<file path="src/rtl/bit_serial_alu_ctrl_pkg.sv">
// bit_serial_alu_ctrl_pkg: mode encodings, FSM states and decoder width shared by the serial ALU controller
package bit_serial_alu_ctrl_pkg;
  localparam logic [2:0] MODE_PLUS = 3'd0;
  localparam logic [2:0] MODE_AND  = 3'd1;
  localparam logic [2:0] MODE_OR   = 3'd2;
  localparam logic [2:0] MODE_XOR  = 3'd3;
  localparam logic [2:0] MODE_XNOR = 3'd4;
  localparam logic [2:0] MODE_MAX  = MODE_XNOR;
  localparam int DEC_W = 8;
  typedef enum logic [1:0] {S_IDLE, S_RUN, S_DONE} state_t;
endpackage

</file>
<file path="src/rtl/bit_serial_alu_ctrl_decoder.sv">
// alu_mode_decoder: 3-to-8 one-hot mode decoder (en, mode in; onehot out, all zero when en low)
module alu_mode_decoder
  import bit_serial_alu_ctrl_pkg::*;
(
  input  logic             en,
  input  logic [2:0]       mode,
  output logic [DEC_W-1:0] onehot
);
  assign onehot = en ? DEC_W'(1) << mode : '0;
endmodule

</file>
<file path="src/rtl/bit_serial_alu_ctrl.sv">
// bit_serial_alu_ctrl: drives a 1-bit ALU slice LSB first (start/mode/opa/opb/cin in; busy/done/err/result/carry_out out; decoder_x/A/B/C_in to slice, X/C_out from slice)
module bit_serial_alu_ctrl
  import bit_serial_alu_ctrl_pkg::*;
#(
  parameter int WIDTH = 8
) (
  input  logic             CLK,
  input  logic             RST,
  input  logic             start,
  input  logic [2:0]       mode,
  input  logic [WIDTH-1:0] opa,
  input  logic [WIDTH-1:0] opb,
  input  logic             cin,
  output logic             busy,
  output logic             done,
  output logic             err,
  output logic [WIDTH-1:0] result,
  output logic             carry_out,
  output logic [DEC_W-1:0] decoder_x,
  output logic             A,
  output logic             B,
  output logic             C_in,
  input  logic             X,
  input  logic             C_out
);
  localparam int CW = $clog2(WIDTH);
  state_t state, state_n;
  logic [2:0] mode_q;
  logic [WIDTH-1:0] sha, shb, shr;
  logic carry_q;
  logic [CW-1:0] cnt;
  logic idle, run, last, go, bad;
  assign idle = state == S_IDLE;
  assign run = state == S_RUN;
  assign last = run && cnt == CW'(WIDTH - 1);
  assign go = idle && start && mode <= MODE_MAX;
  assign bad = idle && start && mode > MODE_MAX;
  assign busy = run;
  assign done = state == S_DONE;
  assign A = run & sha[0];
  assign B = run & shb[0];
  assign C_in = run && mode_q == MODE_PLUS && carry_q;
  alu_mode_decoder u_dec (
    .en(run),
    .mode(mode_q),
    .onehot(decoder_x)
  );
  always_comb begin
    state_n = go ? S_RUN : last ? S_DONE : done ? S_IDLE : state;
  end
  always_ff @(posedge CLK or posedge RST) begin
    if (RST) state <= S_IDLE;
    else state <= state_n;
  end
  always_ff @(posedge CLK or posedge RST) begin
    if (RST) begin
      mode_q <= '0;
      sha <= '0;
      shb <= '0;
      shr <= '0;
      carry_q <= 1'b0;
      cnt <= '0;
      result <= '0;
      carry_out <= 1'b0;
      err <= 1'b0;
    end else begin
      err <= bad;
      if (go) begin
        sha <= opa;
        shb <= opb;
        mode_q <= mode;
        carry_q <= mode == MODE_PLUS && cin;
        cnt <= '0;
      end else if (run) begin
        sha <= sha >> 1;
        shb <= shb >> 1;
        shr <= {X, shr[WIDTH-1:1]};
        carry_q <= mode_q == MODE_PLUS && C_out;
        cnt <= cnt + 1'b1;
        if (last) begin
          result <= {X, shr[WIDTH-1:1]};
          carry_out <= mode_q == MODE_PLUS && C_out;
        end
      end
    end
  end
endmodule

</file>
<file path="config.mk">
export PLATFORM = sky130hd
export DESIGN_NAME = bit_serial_alu_ctrl
export DESIGN_NICKNAME = d
export VERILOG_FILES = /design/src/rtl/bit_serial_alu_ctrl_pkg.sv /design/src/rtl/bit_serial_alu_ctrl_decoder.sv /design/src/rtl/bit_serial_alu_ctrl.sv
export SDC_FILE = /design/constraint.sdc
export NUM_CORES = 1
export LEC_CHECK = 0
export BUFFER_PORTS_ARGS = -buffer_cell sky130_fd_sc_hd__buf_2
export CAP_MARGIN = 25
export CORE_UTILIZATION = 25
export CTS_BUF_LIST = sky130_fd_sc_hd__clkbuf_8
export CTS_CLUSTER_SIZE = 30
export DETAILED_ROUTE_END_ITERATION = 12
export PLACE_DENSITY = 0.43
export SLEW_MARGIN = 10
export SYNTH_ARGS = -nofsm -noshare
export SYNTH_HDL_FRONTEND = slang
export SYNTH_SLANG_ARGS = --single-unit
</file>
<file path="constraint.sdc">
create_clock -name CLK -period 1.98 [get_ports CLK]
set_input_delay 0.297 -clock CLK [delete_from_list [all_inputs] [get_ports CLK]]
set_output_delay 0.297 -clock CLK [all_outputs]
set_load 0.005 [all_outputs]
</file>
==> results of run 1 <==
flip-flops by register name, indices dropped and copies added (netlist names):
signal,cells
carry_q,1
mode_q,3
sha,8
shb,8
cnt,3
err,1
carry_out,1
result,8
state,2
shr,7
power by group:
group	total (mW)	internal, mW	leakage, nW	switching [mW]
registers	1.45	1.21	0.538	0.243
clock network	0.509	0.233	0.0466	0.276
logic	1.27	0.645	0.595	0.628
metal layers:
metal	global-route usage, %	vias up	routed length [um]
li1	-	672	-
met1	15.2	651	2040
met2	15.8	35	1830
met3	2.79	8	186
met4	3.23	0	42
met5	0	-	0
cell families (layout without fill, tap and decap cells):
| family | count (synthesis) | in the layout | synth area share [%] |
|---|---|---|---|
| AND/OR/NAND/NOR | 69 | 69 | 19.6 |
| flip-flops | 42 | 42 | 54.2 |
| AO/OA/AOI/OAI | 26 | 26 | 11.3 |
| multiplexers | 11 | 11 | 8.13 |
| buffers and inverters | 11 | 62 | 4.97 |
| adder cells (fa/ha/maj) | 2 | 2 | 1.29 |
| XOR/XNOR | 1 | 1 | 0.452 |
cells in the final DEF, fill, tap and decap left out, types with 2 or more instances in the layout:
cell and n:
a21oi_1 2, a221o_1 14, and2_0 11, and2_1 6
buf_2 47, buf_4 4, clkbuf_8 5, dfrtp_1 42
ha_1 2, inv_1 3, mux2_2 2, mux2_4 9
nand2_1 29, nand2b_1 2, nand3_1 2, nor2_1 6
nor3_1 4, o21a_1 2, o21ai_0 2
layout make-up:
type                            instances  area [um^2]  share of cell area, %
Sequential cell                        42         1050                   45.0
Multi-Input combinational cell        109          798                   34.2
Timing Repair Buffer                   51          265                   11.4
Tap cell                               99          124                   5.30
Clock buffer                            5         68.8                   2.95
Inverter                                3         16.3                  0.696
Clock inverter                          2         7.51                  0.321
Timing Repair inverter                  1         5.00                  0.214
worst min-delay path, cell delays in order:
cell      delay, ns
buf_2          0.10
clkinv_1       0.03
buf_4          0.44
path summary, 6_finish.rpt:
| kind | startpoint | end | slack (ns) |
|---|---|---|---|
| setup / recovery | state[0] | B | 0.17 |
| hold / removal | RST | result[6] | 0.13 |
| setup reg to reg | state[0] | sha[3] | 0.32 |
| hold reg to reg | shr[1] | shr[1] | 0.47 |
| max in group asynchronous | RST | shr[7] | 1.48 |
| min in group CLK | X | shr[7] | 0.23 |
through the flow:
step,worst slack (ns),cells
CTS,0.00479,311
detailed placement,0.244,304
floorplan,0.512,162
global placement,0.278,304
finish,0.165,312
global route,0.0619,312
==> run metrics, run 1 <==
RSZ-0062 raised after global routing no; worst slew pin tran 0.727 ns; Vias/cell 4.38; setup_tns 0 ns; Seq/Total Area, Yosys 54.2%; Post-synth ARST share 100%; hold slack 0.126 ns; n_diodes 0; Die ar. 0.00811 mm^2; router iterations before antenna repair 4; Routability Congestion 0.689; Worst setup SP type flop; Power Total 3.23 mW; share of layout cells above drive strength 1 35.2%; Synth top cells by count dfrtp_1 (42), nand2_1 (29), a221o_1 (14), and2_0 (11), mux2_4 (9); clock-pin slew of the registers on the worst-case setup and hold paths 0.08 ns; antenna violations before repair 0; Port Buffers 47; Top delay family on crit path flip-flops; cts hold-fix bufs 0; area leader, netlist dfrtp_1; vias 1366; CTS tree built; crit path DAT 1.52 ns; post-placement cell area 0.00225 mm^2; CTS resizes 0; count of pins over their slew limit 0; row cnt 31; max-cap violations 0; H-tree depth 2; synth warn 0; Num CTS Buffers 5; DRT iter0 DRCs 37; min Tclk post-route 1.81 ns; WL final 4.10 mm; die height 90.0 um; Setup CP Type flop to output port; final setup fails 0; fillers 792; Worst-Skew Late Latency 0.29 ns; DRC viols 0; Hold Vio Cnt, Final 0; synthesized area 0.00194 mm^2; Critical Path End Type output port; Bufs and invs on worst path 3; worst clock skew 0.00568 ns; Cell Chain, Critical Path nand2b_4 -> clkinv_4 -> buf_4 -> and2_1 -> buf_2; pin count of the biggest net entering global routing 43; final net count 240; slowest stage delay, CP 0.47 ns; crit path max fanout 11; count leader, synth dfrtp_1; maximum vdd ir drop 0.000398 V; Root Buffer clkbuf_8; initial core utilization 26.3%; Tot GR Track Use 10.7%; Remaining Overflow, GRT 0; core area 0.00737 mm^2; slowest CP cell dfrtp_1; WP data required 1.68 ns; DIE WIDTH 90.0 um; status finished, final reports clean; HP Class input port to async pin; Max transition margin 51.5%; Power Density 1380 mW/mm^2; Tcrit/Tclk final 91.6%; CTS sink cnt 42; fmax 551 MHz; number of global-route vias before repair 1371; Non-Filler Cell Area, Final 0.00234 mm^2; Cells after Synth 162; Post CTS Setup Buffer Count 0; post-DP HPWL 2.72 mm; area grow syn2layout 20.5%; Crit path depth 5; post-route ant nets 0; Net Count, Synth 189; Synth top area share 54.2%; largest cells by area after synthesis dfrtp_1 (54%), a221o_1 (7.2%), mux2_4 (7.0%); number of distinct standard cells referenced by the synthesized netlist 36; DR WL/cell 13.1 um; Max clock buf depth 2; worst r2r path cells 4; number of synthesized flops with an enable pin 0; first-pass GRT wire length 6.93 mm; synthesized flop and latch total 42; # IOs 48; Synth Area per Inst 12.0 um^2; Post-Route Utilization 31.7%; Top FF cell, synth dfrtp_1; Static Leak 1.18 nW
No activity file was read; power rests on OpenSTA's default activity.
==> run 2: changes to the inputs <==
--- a/config.mk
+++ b/config.mk
@@ -5,6 +5,7 @@
 export SDC_FILE = /design/constraint.sdc
 export NUM_CORES = 1
 export LEC_CHECK = 0
+export ABC_AREA = 1
 export BUFFER_PORTS_ARGS = -buffer_cell sky130_fd_sc_hd__buf_2
 export CAP_MARGIN = 25
 export CORE_UTILIZATION = 25
==> run 2 against run 1 <==
Net effect:
- sequential share of layout area is essentially flat
- count of clock-buffer cells in the layout is the same
- maximum frequency grew 7.7%
- critical path depth shrank 2
- routed wire length shrank 0.59%
- register-to-register slack gained 0.21 ns
- die area shrank 0.82%
- largest power group is now combinational cells
==> run metrics, run 2 <==
Max clock buf depth 2 (unchanged); n_diodes 0 (unchanged); Cell Chain, Critical Path nor2_4 -> buf_4 -> buf_2; Synth top cells by count nand2_1 (75), dfrtp_1 (42), nand3_1 (33), inv_1 (21), nor2_1 (17); WP data required 1.68 ns (about the same); first-pass GRT wire length 6.78 mm (-2.1%); Die ar. 0.00804 mm^2 (-0.82%); Worst setup SP type flop; HP Class input port to async pin; Post-Place Setup Slack 0.538 ns (+0.294 ns); final setup fails 0 (unchanged); Port Buffers 47 (unchanged); Setup CP Type flop to output port; post-route setup slack 0.295 ns (+0.130 ns); number of distinct standard cells referenced by the synthesized netlist 22 (-39%); # IOs 48 (unchanged); worst clock skew 0.00269 ns (-0.00299 ns); min Tclk post-route 1.68 ns (-0.130 ns); r2r setup slk 0.53 ns (+0.21 ns); pin count of the biggest net entering global routing 43 (unchanged); antenna violations before repair 0 (unchanged); maximum vdd ir drop 0.000421 V (+6.0%); Worst-Skew Late Latency 0.29 ns (about the same); DRC viols 0 (unchanged); area grow syn2layout 21.6%; core area 0.00733 mm^2 (-0.53%); max-cap violations 0 (unchanged); most frequent cells in the layout nand2_1 (75), buf_2 (47), dfrtp_1 (42), nand3_1 (33), inv_1 (22); Bufs and invs on worst path 2 (-1); setup_tns 0 ns (unchanged); largest family of logic cells by synthesized area simple AND/OR/NAND/NOR gates; cts hold-fix bufs 0 (unchanged); Top delay family on crit path buffers and inverters; Routability Congestion 0.666 (-3.3%); DRT iter0 DRCs 62 (+68%); vias 1572 (+15%); CTS resizes 0 (unchanged); Largest regs result x8, sha x8, shb x8; die height 89.7 um (-0.41%); Tcrit/Tclk final 85.1% (-6.6 points); Num CTS Buffers 5 (unchanged); count of pins over their slew limit 0 (unchanged); synthesized flop and latch total 42 (unchanged); post-DP HPWL 2.79 mm (+2.6%); Top FF cell, synth dfrtp_1; Hold Vio Cnt, Final 0 (unchanged); count leader, synth nand2_1; commonest non-fill, non-tap cell in the layout nand2_1; Synth Area per Inst 8.39 um^2 (-30%); Vias/cell 4.18 (-4.5%); Cells after Synth 229 (+41%); Critical Path End Type output port; DR WL/cell 10.8 um (-18%); Synth Area in Compound Gates 6.32% (-5.0 points); Tot GR Track Use 11.2% (+0.56 points); slowest CP cell dfrtp_1; Synth top area share 54.7% (+0.46 points); post-placement cell area 0.00226 mm^2 (+0.61%); RSZ-0062 raised after global routing no; Post CTS Setup Buffer Count 0 (unchanged); share of layout cells above drive strength 1 26.0% (-9.2 points); fmax 594 MHz (+7.7%); proportion of synthesized area in mux cells 0% (-8.1 points); crit path DAT 1.39 ns (-0.13 ns); synth warn 0 (unchanged); CTS tree built; area leader, netlist dfrtp_1; Max transition margin 78.8% (+27 points); initial core utilization 26.2% (-0.083 points); post-route ant nets 0 (unchanged); status finished, final reports clean; Static Leak 1.27 nW (+7.3%); H-tree depth 2 (unchanged); synthesized area 0.00192 mm^2 (-0.84%); clock-pin slew of the registers on the worst-case setup and hold paths 0.07 ns (about the same); Synth Area in XOR/XNOR 0.456% (+0.0038 points); row cnt 31 (unchanged); Power Density 1440 mW/mm^2 (+3.7%); DIE WIDTH 89.7 um (-0.41%); slowest stage delay, CP 0.44 ns (-0.03 ns); worst slew pin tran 0.317 ns (-0.410 ns); final net count 304 (+27%); hold slack 0.0205 ns (-0.106 ns); CTS sink cnt 42 (unchanged); number of synthesized flops with an enable pin 0 (unchanged); number of global-route vias before repair 1483 (+8.2%); Post-Synth Adder-Cell Area 1.30% (+0.011 points); Post-Synth Simple-Gate Area 29.4% (+9.7 points); Post-synth ARST share 100% (unchanged); WL final 4.07 mm (-0.59%); router iterations before antenna repair 3 (-1); Non-Filler Cell Area, Final 0.00234 mm^2 (about the same); Net Count, Synth 256 (+35%); Remaining Overflow, GRT 0 (unchanged); crit path max fanout 30 (+19); largest cells by area after synthesis dfrtp_1 (55%), nand2_1 (15%), nand3_1 (8.6%); Seq/Total Area, Yosys 54.7% (+0.46 points); Root Buffer clkbuf_8; Power Total 3.35 mW (+3.8%)
run 2: cell count changes after synthesis, sizes merged, moves of 13 or more:
| cell | change |
|---|---|
| nand2 | +46 |
| nand3 | +31 |
| inv | +22 |
| and2 | -17 |
| a221o | -14 |
| o21ai | +14 |
| nor2 | +13 |
run 2: path summary, 6_finish.rpt:
check,cells past startpoint,from,end
worst max register to register,7,cnt[0],result[5]
worst max-delay path,3,state[1],busy
max in group asynchronous,3,RST,result[0]
min in group CLK,3,opa[7],sha[7]
worst min-delay path,3,RST,shb[6]
worst min register to register,2,result[0],result[0]
run 2: where the power goes:
group          total (mW)  leakage, nW  switching (mW)  internal (mW)
clock               0.500       0.0466           0.267          0.233
combinational        1.43        0.684           0.882          0.552
sequential           1.42        0.535           0.193           1.23
run 2: area by class of cell:
type	instances	area, um^2
clock inverter	2	7.51
fill	813	4990
clock buffer	5	68.8
timing repair buffer	50	270
inverter	25	96.3
tap	99	124
sequential	42	1050
multi-input combinational	153	719
run 2: metal layers:
| metal | vias to the layer above | GRT usage [%] | wire [um] |
|---|---|---|---|
| met4 | 0 | 4.18 | 58 |
| met5 | - | 0 | 0 |
| li1 | 809 | - | - |
| met2 | 32 | 18.0 | 1830 |
| met3 | 6 | 3.38 | 196 |
| met1 | 725 | 14.3 | 1980 |
run 2: cells by family after synthesis:
logic type	count (synthesis)
compound gates	19
xor+xnor	1
fa+ha+maj	2
buf+inv	34
flops	42
simple gates	131
run 2: stage by stage:
step                      util, %  instances
after global routing         31.9        376
final                        31.9        376
after floorplan                 -        229
after detailed placement     30.8        369
after CTS                    31.9        376
after global placement       30.8        369
run 2: worst register-to-register path, stage by stage, from the launching register on:
cell	delay [ns]
dfrtp_1	0.40
ha_1	0.21
ha_1	0.17
inv_1	0.11
nor2_4	0.06
inv_2	0.25
nand2_1	0.11
o21ai_2	0.06
